## src/rtl/bram_prefix_sum_ctrl.sv

```systemverilog
// ---------------------------------------------------------------------------
// bram_prefix_sum_ctrl
//
// BRAM-port master that reads num_words 32-bit words starting at SRC_BASE,
// forms their running sum and writes each partial sum to DST_BASE onward.
// Each word takes three cycles: read request (RD), read data return (WAIT),
// write of the updated sum (WR). done is raised when the last sum is written
// and holds until the next accepted start.
//
// Ports:
//   BRAM_CLK     in   clock, rising edge
//   BRAM_RST     in   synchronous active-high reset
//   start        in   one-cycle request, honoured only in IDLE or DONE
//   num_words    in   vector length, latched when start is accepted
//   BRAM_ADDR    out  byte address (word aligned)
//   BRAM_WRDATA  out  write data (partial sum)
//   BRAM_RDDATA  in   read data, valid the cycle after a read request
//   BRAM_EN      out  port enable
//   BRAM_WE      out  byte write enables, all-or-nothing
//   busy         out  run in progress
//   done         out  run complete
//
// Every output is a flop loaded from the next-state values, so there is no
// combinational path from any input to any output. A reset seen on the edge
// that would enter WR therefore suppresses that write entirely.
// ---------------------------------------------------------------------------
module bram_prefix_sum_ctrl #(
  parameter int BRAM_ADDR_WIDTH = 15,
  parameter int SRC_BASE        = 0,
  parameter int DST_BASE        = 16384
) (
  input  logic                       BRAM_CLK,
  input  logic                       BRAM_RST,
  input  logic                       start,
  input  logic [BRAM_ADDR_WIDTH-3:0] num_words,
  output logic [BRAM_ADDR_WIDTH-1:0] BRAM_ADDR,
  output logic [31:0]                BRAM_WRDATA,
  input  logic [31:0]                BRAM_RDDATA,
  output logic                       BRAM_EN,
  output logic [3:0]                 BRAM_WE,
  output logic                       busy,
  output logic                       done
);

  localparam int AW = BRAM_ADDR_WIDTH;
  localparam int IW = BRAM_ADDR_WIDTH - 2;

  localparam logic [AW-1:0] SRC_A = AW'(SRC_BASE);
  localparam logic [AW-1:0] DST_A = AW'(DST_BASE);

  typedef enum logic [2:0] {
    S_IDLE = 3'd0,
    S_RD   = 3'd1,
    S_WAIT = 3'd2,
    S_WR   = 3'd3,
    S_DONE = 3'd4
  } state_t;

  state_t          state_q, state_d;
  logic [IW-1:0]   cnt_q,   cnt_d;
  logic [IW-1:0]   idx_q,   idx_d;
  logic [31:0]     acc_q,   acc_d;

  logic [AW-1:0]   addr_q,   addr_d;
  logic [31:0]     wrdata_q, wrdata_d;
  logic            en_q,     en_d;
  logic [3:0]      we_q,     we_d;
  logic            busy_q,   busy_d;
  logic            done_q,   done_d;

  // Word index to byte offset; the sum wraps modulo 2^AW with the base.
  function automatic logic [AW-1:0] word_addr(input logic [AW-1:0] base,
                                              input logic [IW-1:0] idx);
    return base + {idx, 2'b00};
  endfunction

  // Next-state and control
  always_comb begin
    state_d = state_q;
    cnt_d   = cnt_q;
    idx_d   = idx_q;
    acc_d   = acc_q;
    unique case (state_q)
      S_IDLE, S_DONE: begin
        if (start) begin
          cnt_d   = num_words;
          idx_d   = '0;
          acc_d   = '0;
          state_d = (num_words == '0) ? S_DONE : S_RD;
        end
      end
      S_RD:   state_d = S_WAIT;
      S_WAIT: begin
        acc_d   = acc_q + BRAM_RDDATA;
        state_d = S_WR;
      end
      S_WR: begin
        if (idx_q == cnt_q - IW'(1)) begin
          state_d = S_DONE;
        end else begin
          idx_d   = idx_q + IW'(1);
          state_d = S_RD;
        end
      end
      default: state_d = S_IDLE;
    endcase
  end

  // Port values for the cycle being entered, decoded from the next state
  always_comb begin
    addr_d   = '0;
    wrdata_d = '0;
    en_d     = 1'b0;
    we_d     = 4'h0;
    busy_d   = 1'b0;
    done_d   = 1'b0;
    unique case (state_d)
      S_RD: begin
        en_d   = 1'b1;
        addr_d = word_addr(SRC_A, idx_d);
        busy_d = 1'b1;
      end
      S_WAIT: busy_d = 1'b1;
      S_WR: begin
        en_d     = 1'b1;
        we_d     = 4'hF;
        addr_d   = word_addr(DST_A, idx_d);
        wrdata_d = acc_d;
        busy_d   = 1'b1;
      end
      S_DONE:  done_d = 1'b1;
      default: ;
    endcase
  end

  // State and output registers
  always_ff @(posedge BRAM_CLK) begin
    if (BRAM_RST) begin
      state_q  <= S_IDLE;
      cnt_q    <= '0;
      idx_q    <= '0;
      acc_q    <= '0;
      addr_q   <= '0;
      wrdata_q <= '0;
      en_q     <= 1'b0;
      we_q     <= 4'h0;
      busy_q   <= 1'b0;
      done_q   <= 1'b0;
    end else begin
      state_q  <= state_d;
      cnt_q    <= cnt_d;
      idx_q    <= idx_d;
      acc_q    <= acc_d;
      addr_q   <= addr_d;
      wrdata_q <= wrdata_d;
      en_q     <= en_d;
      we_q     <= we_d;
      busy_q   <= busy_d;
      done_q   <= done_d;
    end
  end

  assign BRAM_ADDR   = addr_q;
  assign BRAM_WRDATA = wrdata_q;
  assign BRAM_EN     = en_q;
  assign BRAM_WE     = we_q;
  assign busy        = busy_q;
  assign done        = done_q;

endmodule

```

## config.mk

```make
export PLATFORM = sky130hd
export DESIGN_NAME = bram_prefix_sum_ctrl
export DESIGN_NICKNAME = d
export VERILOG_FILES = /design/src/rtl/bram_prefix_sum_ctrl.sv
export SDC_FILE = /design/constraint.sdc
export NUM_CORES = 1
export LEC_CHECK = 0
export CAP_MARGIN = 20
export CORE_AREA = 2 2 114 116
export CTS_CLUSTER_SIZE = 14
export DETAILED_ROUTE_END_ITERATION = 6
export DIE_AREA = 0 0 116 118
export GPL_ROUTABILITY_DRIVEN = 0
export PLACE_DENSITY_LB_ADDON = 0.08
export SLEW_MARGIN = 10
export SYNTH_ARGS = -nofsm -noshare
export SYNTH_HDL_FRONTEND = slang
export SYNTH_SLANG_ARGS = --single-unit
```

## constraint.sdc

```tcl
create_clock -name BRAM_CLK -period 2.93 [get_ports BRAM_CLK]
set_input_delay 0.586 -clock BRAM_CLK [delete_from_list [all_inputs] [get_ports BRAM_CLK]]
set_output_delay 0.586 -clock BRAM_CLK [all_outputs]
set_load 0.01 [all_outputs]
```

==> flow_metrics.py <==
metrics = {
    "status": {
        "outcome": "completed",
    },
    "timing": {
        "final-setup-viol-count": 0,
        "slew_headroom": 0.590,
        "max_freq_mhz": 351,
        "final_hold_viol_count": 0,
        "period_share": 0.973,
        "final.min_clock_period_ns": 2.85,
        "report.final.slew_viol_count": 0,
        "finClkSkew_ns": 0.00808,
        "tns_ns": 0,
        "worstMarginPinSlew_ns": 0.613,
    },
    "global_route": {
        "gr-total-overflow": 0,
        "grt_antenna_before_repair": 0,
        "grt_pass1_wl_um": 26100,
        "grtUsageTotal": 0.238,
        "grt_max_degree": 52,
        "grt_pass1_vias": 5475,
    },
    "clock_network": {
        "cts-root-buf": "clkbuf_16",
        "clkLatencyLatePin_ns": 0.36,
        "clk_path_buf_depth": 2,
        "cts_sinks": 110,
        "cts_hold_buf": 0,
        "cts_max_level": 3,
        "cts_made_buffers": 9,
        "cts_tree": "built",
        "cts.reportedPaths.clkPinSlew_ns": 0.07,
    },
    "floorplan": {
        "core_region_area_um2": 12400,
        "die_w_um": 116,
        "die_y_um": 118,
        "start_util": 0.469,
        "rows": 41,
        "dieArea_um2": 13700,
        "pin_count": 102,
    },
    "synthesis": {
        "synth_top_area_cell": "dfxtp_1",
        "synth_area_leaders": "dfxtp_1 (38%), ha_1 (7.1%), nand2_1 (5.6%)",
        "synth_top_area_share": 0.378,
        "synth_cell_types": 60,
        "synth_edf_count": 0,
        "avgSynthCellArea_um2": 8.35,
        "async_flop_share": 0,
        "synth-seq-cells": 110,
        "yosysSeqAreaShare": 0.378,
        "syn_area_um2": 5830,
        "yosysWarnings": 0,
        "syn_inst": 698,
        "synth_flop_cell": "dfxtp_1",
    },
    "power_and_ir_drop": {
        "power.density_nw_per_um2": 565,
        "peakVddDrop_uv": 301,
        "power_leakage_nw": 3.53,
    },
    "critical_path": {
        "cp_max_fo": 4,
        "path_class": "in -> reg",
        "crit_path_end_kind": "flip-flop",
        "arrival_ns": 3.11,
        "required_ns": 3.19,
        "ff2ff_path_depth": 11,
        "crit_path_start_kind": "primary input",
    },
    "route": {
        "num_vias": 5651,
        "wire_per_inst_um": 15.3,
        "wl_um": 16100,
        "viasPerCell": 5.36,
        "drtIter0Drc": 324,
        "dr.pass1.iters": 5,
        "ant_nets": 0,
        "drc": 0,
    },
    "layout": {
        "final_cell_mix": "dfxtp_1 (110), buf_4 (108), clkdlybuf4s50_1 (97)",
        "antenna_cells": 0,
        "area_delta_synth_final_pct": 40.1,
        "fin_area_um2": 8160,
        "fill_cells": 1091,
        "postLayoutCoreUtil": 0.658,
        "final_common_cell": "dfxtp_1",
        "drive_gt1_frac": 0.180,
        "final_net_count": 959,
    },
    "run": {
        "drv_cap": 0,
    },
    "place": {
        "dpl_cell_area_um2": 7640,
        "hpwl_um": 12000,
        "io_buffers": 99,
    },
    "hold_path": {
        "min_path_cells": 2,
        "hold_class": "reg -> reg",
    },
}
## cells in the mapped netlist (all sizes together) (13+ instances only)
cell type,count
dfxtp,110
mux2i,13
ha,33
nor3,26
nand4,15
nor2b,22
clkbuf,26
a21oi,59
o21ai,19
and2,19
xnor2,28
nand2,87
nand3,20
xor2,13
buf,14
a21o,16
nor2,59
## final cells by class
cell class                 instances  area [µm²]  area share
timing repair buffer             207        1800       0.220
tap                              172         215      0.0264
inverter                          12        45.0     0.00552
multi-input combinational        537        3530       0.432
clock inverter                     7         146      0.0179
sequential                       110        2200       0.270
clock buffer                       9         225      0.0276
## per-stage QoR
step                worst slack (ns)  hold slack, ns  std cells  total power, W
global route                -0.00377           0.476       1054         0.00484
floorplan                      0.162           0.429        699         0.00249
CTS                           0.0122           0.464       1053         0.00459
global placement              -0.399           0.437       1037         0.00304
finish                        0.0805           0.457       1054         0.00461
detailed placement            -0.566           0.448       1037         0.00307
## what timing repair did
item | in CTS | in global routing
cloned | 0 | 0
setup buffers | 0 | 1
setup endpoints to repair | 19 | 30
gates resized for setup | 10 | 22
pin swaps | 1 | 8
## per-layer routing
layer / track usage / vias to the layer above / part of all wire
li1: - / 2822 / -
met2: 0.386 / 150 / 0.47
met3: 0.0438 / 27 / 0.046
met5: 0 / - / 0
met4: 0.0811 / 0 / 0.023
met1: 0.318 / 2652 / 0.46
## worst paths after layout
kind | slack, ns | endpoint | start
max | 0.08 | acc_q[31] | BRAM_RDDATA[3]
min | 0.46 | acc_q[21] | acc_q[21]
max reg2reg | 0.11 | BRAM_ADDR[13] | cnt_q[0]
min reg2reg | 0.46 | acc_q[21] | acc_q[21]
## cell families (layout without fill, tap and decap cells)
logic type	count (synthesis)	count (layout)	synth area share
DFF	110	110	0.378
adders and majority gates	34	34	0.0743
buffers and inverters	52	235	0.0406
xor gates and xnor gates	42	42	0.0657
muxes	15	15	0.0268
and+or+nand+nor	285	285	0.239
other	1	2	0.000644
AOI/OAI and AO/OA	159	159	0.175
## state kept, by name (all words and copies together), names as in the netlist, 3 cells and up
register and count:
BRAM_ADDR 13, BRAM_WRDATA 32, acc_q 32, cnt_q 13, idx_q 13, state_q 3
## report_power, final
group	total, W	internal [W]	switching, W
combinational	0.00143	0.000689	0.000738
sequential	0.00168	0.00160	0.0000784
clock	0.00151	0.000926	0.000580
total	0.00461	0.00322	0.00140
## worst max-delay path, stage by stage
cell and delay [ns]:
clkdlybuf4s50_1 0.45, ha_4 0.31, a21oi_1 0.06, nor2b_1 0.20
o31ai_2 0.10, buf_4 0.15, a211oi_4 0.23, nor4_2 0.08
or4_1 0.50, o21ai_2 0.10, mux2_2 0.34
Power figures use the tool's default switching activity.
